`config.mk`:
```
export PLATFORM = sky130hd
export DESIGN_NAME = ctrl_plane_sender
export DESIGN_NICKNAME = d
export VERILOG_FILES = /design/src/rtl/ctrl_plane_sender.sv
export SDC_FILE = /design/constraint.sdc
export NUM_CORES = 1
export LEC_CHECK = 0
export CORE_AREA = 2 2 431 433
export CTS_CLUSTER_SIZE = 8
export DETAILED_ROUTE_END_ITERATION = 10
export DIE_AREA = 0 0 433 435
export GPL_TIMING_DRIVEN = 0
export PLACE_DENSITY = 0.35
export SLEW_MARGIN = 0
export SYNTH_ARGS = -nofsm -noshare
export SYNTH_HDL_FRONTEND = slang
export SYNTH_SLANG_ARGS = --single-unit
```
`constraint.sdc`:
```
create_clock -name clk -period 23.3 [get_ports clk]
set_input_delay 4.66 -clock clk [delete_from_list [all_inputs] [get_ports clk]]
set_output_delay 4.66 -clock clk [all_outputs]
set_load 0.01 [all_outputs]
```
`src/rtl/ctrl_plane_sender.sv`:
```
// Host-side control-plane load transmitter: start_loader pulse, fixed gap, then ST/CFG/INB words at one per clock.
// Optional lane-XOR checksum of all sent words is built only when CTRL_PLANE_SENDER_CHECKSUM_EN is defined.
module ctrl_plane_sender #(
  parameter int phit_size    = 512,
  parameter int dwidth_RFadd = 5,
  parameter int NUM_PE       = 6,
  parameter int GAP_CYCLES   = 2
) (
  input  logic                    clk,
  input  logic                    rst,
  input  logic                    go,
  input  logic [dwidth_RFadd-1:0] num_entry_config_table,
  input  logic [dwidth_RFadd-1:0] num_entry_inbound,
  input  logic [phit_size-1:0]    src_data,
  input  logic                    src_valid,
  output logic                    src_ready,
  output logic                    start_loader,
  output logic [phit_size-1:0]    wr_data_ctrl_plane,
  output logic                    start_stream_in,
  output logic                    busy,
  output logic                    done,
  output logic                    err_underflow,
  output logic [63:0]             checksum
);
  localparam int CW = dwidth_RFadd + 3;
  localparam int GW = (GAP_CYCLES > 1) ? $clog2(GAP_CYCLES) : 1;

  typedef enum logic [2:0] {S_IDLE, S_PULSE, S_GAP, S_XFER, S_DONE, S_ERR} state_t;
  typedef enum logic [1:0] {PH_ST, PH_CFG, PH_INB} phase_t;

  state_t                  state_q, state_d;
  phase_t                  phase_q, phase_d;
  logic [CW-1:0]           cnt_q, cnt_d;
  logic [GW-1:0]           gap_q, gap_d;
  logic [dwidth_RFadd-1:0] ncfg_q, ncfg_d, ninb_q, ninb_d;
  logic                    start_loader_q, start_loader_d;
  logic [phit_size-1:0]    wr_data_q, wr_data_d;
  logic                    sss_q, sss_d;
  logic                    fin_q, fin_d;
  logic                    done_q, done_d;
  logic                    err_q, err_d;

  logic                    accept_go;
  logic [CW-1:0]           len [3];
  logic                    nxt_vld;
  phase_t                  nxt_ph;
  logic [CW-1:0]           nxt_cnt;

  assign accept_go = go && (state_q == S_IDLE || state_q == S_DONE || state_q == S_ERR);

  // First non-empty sub-phase after the current one (or from ST when not yet transferring).
  always_comb begin
    int first_ph;
    len[0]   = {3'b000, ncfg_q};
    len[1]   = {3'b000, ncfg_q} * CW'(NUM_PE);
    len[2]   = {3'b000, ninb_q};
    first_ph = (state_q == S_XFER) ? int'(phase_q) + 1 : 0;
    nxt_vld  = 1'b0;
    nxt_ph   = PH_ST;
    nxt_cnt  = '0;
    for (int p = 2; p >= 0; p--) begin
      if (p >= first_ph && len[p] != '0) begin
        nxt_vld = 1'b1;
        nxt_ph  = phase_t'(2'(p));
        nxt_cnt = len[p];
      end
    end
  end

  always_comb begin
    state_d        = state_q;
    phase_d        = phase_q;
    cnt_d          = cnt_q;
    gap_d          = gap_q;
    ncfg_d         = ncfg_q;
    ninb_d         = ninb_q;
    start_loader_d = 1'b0;
    wr_data_d      = '0;
    err_d          = err_q;
    fin_d          = 1'b0;
    src_ready      = 1'b0;
    case (state_q)
      S_IDLE, S_DONE, S_ERR: begin
        if (go) begin
          ncfg_d  = num_entry_config_table;
          ninb_d  = num_entry_inbound;
          err_d   = 1'b0;
          state_d = S_PULSE;
        end
      end
      S_PULSE: begin
        start_loader_d = 1'b1;
        gap_d          = '0;
        state_d        = S_GAP;
      end
      S_GAP: begin
        gap_d = gap_q + 1'b1;
        if (gap_q == GW'(GAP_CYCLES - 1)) begin
          if (nxt_vld) begin
            state_d = S_XFER;
            phase_d = nxt_ph;
            cnt_d   = nxt_cnt;
          end else begin
            state_d = S_DONE;
            fin_d   = 1'b1;
          end
        end
      end
      S_XFER: begin
        src_ready = 1'b1;
        if (src_valid) begin
          wr_data_d = src_data;
          cnt_d     = cnt_q - 1'b1;
          if (cnt_q == CW'(1)) begin
            if (nxt_vld) begin
              phase_d = nxt_ph;
              cnt_d   = nxt_cnt;
            end else begin
              state_d = S_DONE;
              fin_d   = 1'b1;
            end
          end
        end else begin
          // Loader cannot stall, so a missing word is fatal for this load.
          err_d   = 1'b1;
          state_d = S_ERR;
        end
      end
      default: state_d = S_IDLE;
    endcase
    done_d = fin_q;
    sss_d  = !(state_q == S_DONE && !go);
  end

  always_ff @(posedge clk or posedge rst) begin
    if (rst) begin
      state_q        <= S_IDLE;
      phase_q        <= PH_ST;
      cnt_q          <= '0;
      gap_q          <= '0;
      ncfg_q         <= '0;
      ninb_q         <= '0;
      start_loader_q <= 1'b0;
      wr_data_q      <= '0;
      sss_q          <= 1'b1;
      fin_q          <= 1'b0;
      done_q         <= 1'b0;
      err_q          <= 1'b0;
    end else begin
      state_q        <= state_d;
      phase_q        <= phase_d;
      cnt_q          <= cnt_d;
      gap_q          <= gap_d;
      ncfg_q         <= ncfg_d;
      ninb_q         <= ninb_d;
      start_loader_q <= start_loader_d;
      wr_data_q      <= wr_data_d;
      sss_q          <= sss_d;
      fin_q          <= fin_d;
      done_q         <= done_d;
      err_q          <= err_d;
    end
  end

  assign start_loader       = start_loader_q;
  assign wr_data_ctrl_plane = wr_data_q;
  assign start_stream_in    = sss_q;
  assign done               = done_q;
  assign err_underflow      = err_q;
  assign busy               = (state_q == S_PULSE) || (state_q == S_GAP) || (state_q == S_XFER);

`ifdef CTRL_PLANE_SENDER_CHECKSUM_EN
  logic [63:0] cks_q, cks_d;

  always_comb begin
    cks_d = cks_q;
    if (accept_go) begin
      cks_d = '0;
    end else if (state_q == S_XFER && src_valid) begin
      for (int j = 0; j < phit_size / 64; j++) begin
        cks_d = cks_d ^ src_data[64*j +: 64];
      end
    end
  end

  always_ff @(posedge clk or posedge rst) begin
    if (rst) cks_q <= '0;
    else     cks_q <= cks_d;
  end

  assign checksum = cks_q;
`else
  assign checksum = '0;
`endif

endmodule

```
Yosys cells after proc, flatten, opt, wreduce, memory -nomap -nowiden --
Cells that the tools add are included.
Word-level totals: flip-flop bits (word level) 541, bits of input ports 526
Operators by class: magnitude comparators 3, equal/unequal tests 14, add/subtract/negate cells 3, reduce and logical (&&, ||, !) cells 21, multipliers 1, multiplexer cells 41
Operators with widths (number):
- $mux W512 | 2
- $mux W8 | 7
- $mux W3 | 7
- $pmux W8 S2 | 1
- $mux W2 | 7
- $ne A2 B2 Y1 const B | 6
- $pmux W3 S4 | 1
- $reduce_and A4 Y1 | 3
- $mux W1 | 11
- $reduce_bool A5 Y1 | 2
- $eq A8 B1 Y1 const B | 1
- $reduce_bool A8 Y1 | 1
- $sub A8 B1 Y8 const B | 1
- $mul A5 B2 Y7 const B | 1
- $eq A3 B2 Y1 const B | 2
- $eq A3 B3 Y1 const B | 2
- $ge A1 B3 Y1 const A | 2
- $ne A3 B3 Y1 const B | 2
- $pmux W1 S2 | 3
- $reduce_bool A2 Y1 | 3
- $mux W5 | 1
- $logic_and A1 B1 Y1 | 4
- $pmux W2 S2 | 1
- $add A2 B1 Y3 const B | 1
- 9 further kinds | 11

Longest topological paths before layout --
Gate-level depths: netlist of the first run.
depth in word-level cells 11, mapped depth 9, depth with buffers taken out 8

Least setup slack after synthesis of the first run --
OpenSTA, ideal clock, no wires.
path kind flip-flop to output port, start reg state_q[2], end out src_ready, path slack 17.074 ns, data arrival time 1.566 ns, stages on the path, launching flop included 6, required time 18.640 ns, cells stage by stage dfrtp_1 nand3b_2 inv_1 buf_2 clkbuf_1 clkbuf_1
Between the ends: cells in the longest elaborated chain, start to end 2
Ends and longest elaborated chain:
- from (decl) | line 31 | state_t state_q, state_d;
- from (signal assigned) | line 150 | state_q <= state_d;
- $eq A3 B2 Y1 | line 82 | case (state_q)
- $mux W1 | line 82
- to (decl) | line 16 | output logic src_ready,
No other way between the ends.

Worst setup path after layout of the first run --
Ends and elaborated chain as after synthesis.

==> results of run 1 <==
## critical path, cell delays in order, from the launching register on
cell             delay, ns
dfrtp_1               0.45
nand3b_2              0.43
inv_1                 0.22
buf_2                 0.46
clkbuf_1              0.57
clkbuf_1              0.49
clkdlybuf4s50_1       0.69
## stage by stage
step	setup TNS [ns]	setup slack [ns]	hold WS [ns]
2_1_floorplan	0	3.52	0.331
3_3_place_gp	-3506.85	-6.67	0.338
3_5_place_dp	0	14.78	0.336
4_1_cts	0	14.38	0.349
5_1_grt	0	14.27	0.370
6_report	0	14.64	0.345
## power groups by stage
stage               Sequential [mW]  Clock (mW)  Combinational, mW
finish                         1.16        1.15               1.04
detailed placement             1.17           0               1.06
floorplan                      1.22           0              0.351
CTS                            1.16        1.20               1.07
global placement               1.18           0               1.07
global route                   1.17        1.23               1.12
## layer usage
layer / track usage [%] / share of wire [%] / vias up
li1: - / - / 7197
met5: 0 / 0.019 / -
met3: 4.19 / 7.8 / 133
met2: 22.4 / 51 / 699
met4: 4.23 / 2.3 / 4
met1: 14.5 / 38 / 8050
## placed cells by master (no fill, tap or decap), types with 4 or more instances in the layout
master and instances:
a21oi_1 13, and3_1 513, buf_16 5, buf_4 65, clkbuf_1 127, clkbuf_16 83
clkbuf_8 5, clkdlybuf4s50_1 1043, clkinv_2 4, conb_1 64, dfrtp_1 540, diode_2 28
ha_1 12, inv_1 13, mux2_2 6, nand2_1 25, nand2b_1 5, nor2_1 17
nor3_1 6, o211ai_1 5, o21ai_0 13, o21ai_1 4
## synth_stat cells, drive strengths merged (2+ instances only)
master / number / area (µm²)
nand3b: 4 / 46.3
nor3: 6 / 30.0
o2111a: 2 / 22.5
buf: 69 / 514
and3: 513 / 3210
dfrtp: 540 / 13500
o22ai: 3 / 18.8
nand2: 25 / 93.8
mux2: 6 / 67.6
nand2b: 5 / 31.3
a31o: 2 / 17.5
nor2b: 2 / 12.5
o31ai: 2 / 20.0
a22o: 3 / 26.3
or4: 4 / 33.8
clkbuf: 119 / 447
a211o: 2 / 17.5
a21boi: 2 / 15.0
a21oi: 13 / 65.1
o21ai: 18 / 93.8
ha: 12 / 150
and2: 2 / 12.5
nor4: 2 / 12.5
nor3b: 2 / 15.0
xor2: 2 / 17.5
inv: 14 / 52.6
a31oi: 3 / 18.8
o211ai: 5 / 37.5
o221ai: 3 / 26.3
nor2: 17 / 63.8
## kinds of logic (layout without fill, tap and decap cells)
logic type      count (synthesis)  in the layout  share of synthesized area [%]
flops                         541            541                           71.4
buf+inv                       202           1359                           5.35
compound gates                 71             71                           2.75
xor+xnor                        2              2                         0.0924
fa+ha+maj                      13             13                          0.897
mux                             6              6                          0.356
other cells                     1             92                         0.0198
simple gates                  590            590                           19.1
## sequential cells by signal (all words and copies together) (netlist names)
register	flops
phase_q	2
done_d	1
state_q	3
ncfg_q	5
wr_data_ctrl_plane	512
gap_q	1
ninb_q	5
cnt_q	8
start_stream_in	1
err_underflow	1
start_loader	1
done	1
## layout make-up
class | instances | area (µm²) | area share, %
diodes | 28 | 70.1 | 0.199
plain buffers | 188 | 962 | 2.73
clock buffers | 97 | 2180 | 6.18
clock inverters | 12 | 158 | 0.447
inverters | 14 | 60.1 | 0.170
multi-input cells | 746 | 4640 | 13.2
flip-flops and latches | 541 | 13500 | 38.4
well taps | 2480 | 3100 | 8.79
repair buffers | 1048 | 10600 | 30.0
## worst min path at each step
stage	endpoint	slack (ns)	depth (start not counted)
after CTS	done	0.35	0
after global routing	done	0.37	0
after detailed placement	done	0.34	0
final	done	0.35	0
after floorplan	done	0.33	0
after global placement	done	0.34	0
==> impl_metrics.csv, run 1 <==
group,metric,value,unit
outcome,status,"complete, no violations",
worst_setup_path,end_kind,"primary output",
clocking,cts_buffers,82,
timing,period_needed,8.66,ns
worst_setup_path,r2r_start,"state_q[2]",
worst_setup_path,crit_type,"flip-flop to primary output",
power,power_switching,1.13,mW
yosys,synth_flop_cell,"dfrtp_1",
power,power.leakage,16.7,nW
grt,grt_max_degree,110,
clocking,post_cts_resized,0,
placement,dpl.hpwl,101000,µm
timing,finalHoldViolations,0,
worst_setup_path,crit_start,"state_q[2]",
route,drtPass1Iterations,4,
power,comb_power_share,31.1,%
route,first_iter_violations,759,
yosys,yosysUniqueCellTypes,64,
power,intPower,2.22,mW
worst_setup_path,path_max_fanout,10,
floorplan,std_cell_rows,158,
yosys,synth_seq_area_share,71.4,%
cells_and_area,area.growth.synth_to_final,86.1,%
placement,placed_area,32900,µm²
placement,place_congestion,0.898,
clocking,cts.sinks,541,
power,power_frac_clock,34.3,%
route,antenna_left,0,
route,drt-total-wl,124000,µm
clocking,worst_skew_pair.late_latency,0.68,ns
worst_setup_path,cp-start-kind,"flip-flop",
yosys,ys_warn_count,0,
clocking,clock-root-buffer,"clkbuf_16",
floorplan,coreArea,184000,µm²
grt,grt_pass1_vias,17000,
timing,drv_slew,0,
clocking,cts_tree,"done",
floorplan,ios,1108,
min_path,hp-start,"done_d",
yosys,post_synth.cell_area_avg,13.3,µm²
worst_setup_path,reg2regPathDepth,6,
power,p_per_area,94.7,nW/µm²
job,maxCapViolations,0,
cells_and_area,drive_gt1_share,7.33,%
route,route.detailed.drc,0,
clocking,clk_pin_slew,0.05,ns
worst_setup_path,worstPathRequired,18.64,ns
floorplan,die_h,435,µm
cells_and_area,fillers,20200,
clocking,htree_levels,3,
route,post_drt_wl_per_cell,24.0,µm
yosys,syn_inst,1426,
clocking,hold_buffers,0,
grt,grt_pass1_wl,162000,µm
floorplan,die-area,188000,µm²
power,swShare,33.7,%
power,total_power,3.34,mW
yosys,syn-cell-area,19000,µm²
grt,overflow,0,
timing,min_period_over_period,37.2,%
timing,tightest_slew,1.20,ns
min_path,hold_path.class,"flip-flop to flip-flop",
grt,antenna_found_initial,35,
route,vias,16100,
cells_and_area,fin_util,19.2,%
grt,grt_use_total,12.8,%
timing,setup_viol,0,
worst_setup_path,r2r_end,"wr_data_ctrl_plane[118]",
worst_setup_path,r2r_slack,19.41,ns
clocking,clk_path_buf_depth,3,
timing,worst_clock_skew,0.0326,ns
cells_and_area,finalInstanceArea,35300,µm²
timing,fmax,0.115,GHz
floorplan,die_w,433,µm
cells_and_area,layout.nets,3160,
placement,place_inst,5017,
placement,port_buffers,1043,
timing,relSlewSlack,19.7,%
route,via_per_inst,3.12,
yosys,synth-seq-cells,541,
yosys,async_flop_share,100,%
yosys,synth-edff-count,0,
clocking,cts_post_setup_buffers_inserted,0,
floorplan,start_util,10.3,%
timing,rsz0062_at_grt,"false",
power,seq_power_share,34.6,%
worst_setup_path,crit_arrival,4.00,ns
cells_and_area,final_cell_count_no_fill,5154,
worst_setup_path,critPathCapture,"src_ready",
power,ir_drop,0.0000473,V
Note: power is estimated with default switching activity, not from simulation.
==> run 2, diff against run 1 <==
Settings changed: CORE_AREA 2 2 431 433 to 2 2 430 432, DIE_AREA 0 0 433 435 to 0 0 432 434, PLACE_DENSITY 0.35 to 0.36.
Clock period 23.3 ns to 7.94 ns, I/O delays scaled along.
==> run 2 against run 1 <==
Critical path depth did not move. Hold slack improved by 0.0077 ns. Global-route usage fell by 0.38 points.
==> impl_metrics.csv, run 2 (synthesis gave the netlist of run 1 again) <==
group,metric,value,unit
route,first_iter_violations,989,
timing,worst_clock_skew,0.0391,ns
placement,placed_area,32900,µm²
floorplan,ios,1108,
floorplan,start_util,10.4,%
power,p_per_area,277,nW/µm²
cells_and_area,area.growth.synth_to_final,86.6,%
timing,finalHoldViolations,0,
floorplan,coreArea,182000,µm²
route,route.detailed.drc,0,
clocking,worst_skew_pair.late_latency,0.71,ns
route,post_drt_wl_per_cell,24.0,µm
timing,tightest_slew,1.24,ns
worst_setup_path,cp-start-kind,"flip-flop",
timing,period_needed,5.88,ns
power,ir_drop,0.000146,V
placement,place_ws,2.30,ns
worst_setup_path,crit_arrival,4.29,ns
timing,fin_hold_ws,0.353,ns
route,antenna_left,0,
grt,antenna_found_initial,50,
cells_and_area,finalInstanceArea,35400,µm²
timing,fmax,0.170,GHz
cells_and_area,layout.nets,3171,
worst_setup_path,path_max_fanout,10,
timing,setup_viol,0,
placement,dpl.hpwl,99900,µm
clocking,cts_tree,"done",
clocking,hold_buffers,0,
power,power.leakage,16.8,nW
route,drt-total-wl,121000,µm
worst_setup_path,worstPathRequired,6.35,ns
clocking,cts_post_setup_buffers_inserted,0,
route,drtPass1Iterations,4,
timing,min_period_over_period,74.1,%
grt,grt_max_degree,40,
clocking,htree_levels,3,
clocking,cts.sinks,541,
floorplan,die_h,434,µm
clocking,clk_pin_slew,0.05,ns
clocking,clock-root-buffer,"clkbuf_16",
clocking,post_cts_resized,0,
grt,grt_use_total,12.4,%
route,via_per_inst,3.20,
min_path,hold_path.class,"flip-flop to flip-flop",
placement,port_buffers,1043,
job,maxCapViolations,0,
cells_and_area,drive_gt1_share,7.71,%
worst_setup_path,end_kind,"primary output",
worst_setup_path,crit_type,"flip-flop to primary output",
timing,setup_slack,2.06,ns
cells_and_area,final_common_cell,"clkdlybuf4s50_1",
cells_and_area,largest_reg_flops,512,
clocking,cts_buffers,82,
grt,grt_pass1_wl,156000,µm
placement,place_congestion,0.832,
clocking,clk_path_buf_depth,3,
timing,drv_slew,0,
cells_and_area,final_cell_mix,"1043 x clkdlybuf4s50_1, 540 x dfrtp_1, 513 x and3_1, 128 x clkbuf_1, 82 x clkbuf_16",
floorplan,std_cell_rows,157,
floorplan,die-area,187000,µm²
timing,rsz0062_at_grt,"false",
timing,relSlewSlack,17.6,%
grt,grt_pass1_vias,17000,
floorplan,die_w,432,µm
outcome,status,"complete, no violations",
route,vias,16200,
grt,overflow,0,
-- run 2: cell types whose count changed in the layout (fill, tap and decap cells not counted), sizes merged --
cell	delta
buf	+11
clkbuf	-1
clkinvlp	+2
bufinv	+1
diode	-7
clkinv	-1
-- run 2: report_power, final --
group / internal, mW / leakage (nW) / total [mW] / switching [mW]
Combinational: 1.35 / 8.23 / 3.04 / 1.69
Sequential: 3.18 / 7.40 / 3.38 / 0.204
Clock: 2.00 / 1.16 / 3.38 / 1.39
-- run 2: per-layer routing --
metal | GRT usage (%) | wire length, µm | up-vias | part of all wire, %
met4 | 5.70 | 4590 | 12 | 3.8
met5 | 0 | 81 | - | 0.067
met3 | 3.86 | 9730 | 169 | 8.0
li1 | - | - | 7212 | -
met2 | 21.1 | 61400 | 794 | 51
met1 | 14.2 | 45700 | 8009 | 38
-- run 2: final timing paths --
path	start	end	slack [ns]	cells after the start
worst min register to register	done_d	done	0.35	0
worst min-delay path	done_d	done	0.35	0
min in group asynchronous	rst	wr_data_ctrl_plane[355]	1.30	2
worst max-delay path	state_q[2]	src_ready	2.06	6
max in group asynchronous	rst	wr_data_ctrl_plane[233]	4.93	7
worst max register to register	state_q[2]	wr_data_ctrl_plane[122]	4.22	6
-- run 2: layout make-up --
class,instances,area (µm²)
Antenna cell,21,52.6
Buffer,188,962
Clock buffer,96,2140
Clock inverter,14,235
Fill cell,20000,147000
Inverter,14,56.3
Multi-Input combinational cell,746,4640
Sequential cell,541,13500
Tap cell,2385,2980
Timing Repair Buffer,1059,10800
-- run 2: worst max-delay path: stages (launching register included) --
cell,delay [ns]
dfrtp_1,0.44
nand3b_2,0.42
inv_1,0.22
buf_2,0.60
clkbuf_1,0.70
clkbuf_1,0.51
clkdlybuf4s50_1,0.69
-- run 2: metrics by stage --
step	cells	TNS (ns)	utilization (%)	total power, mW
2_1_floorplan	1489	-542.78	-	4.61
3_3_place_gp	4917	-3212.55	17.9	6.55
3_5_place_dp	4933	0	18.1	6.54
4_1_cts	5043	0	19.4	10.1
5_1_grt	5053	0	19.4	10.4
6_report	5064	0	19.4	9.81
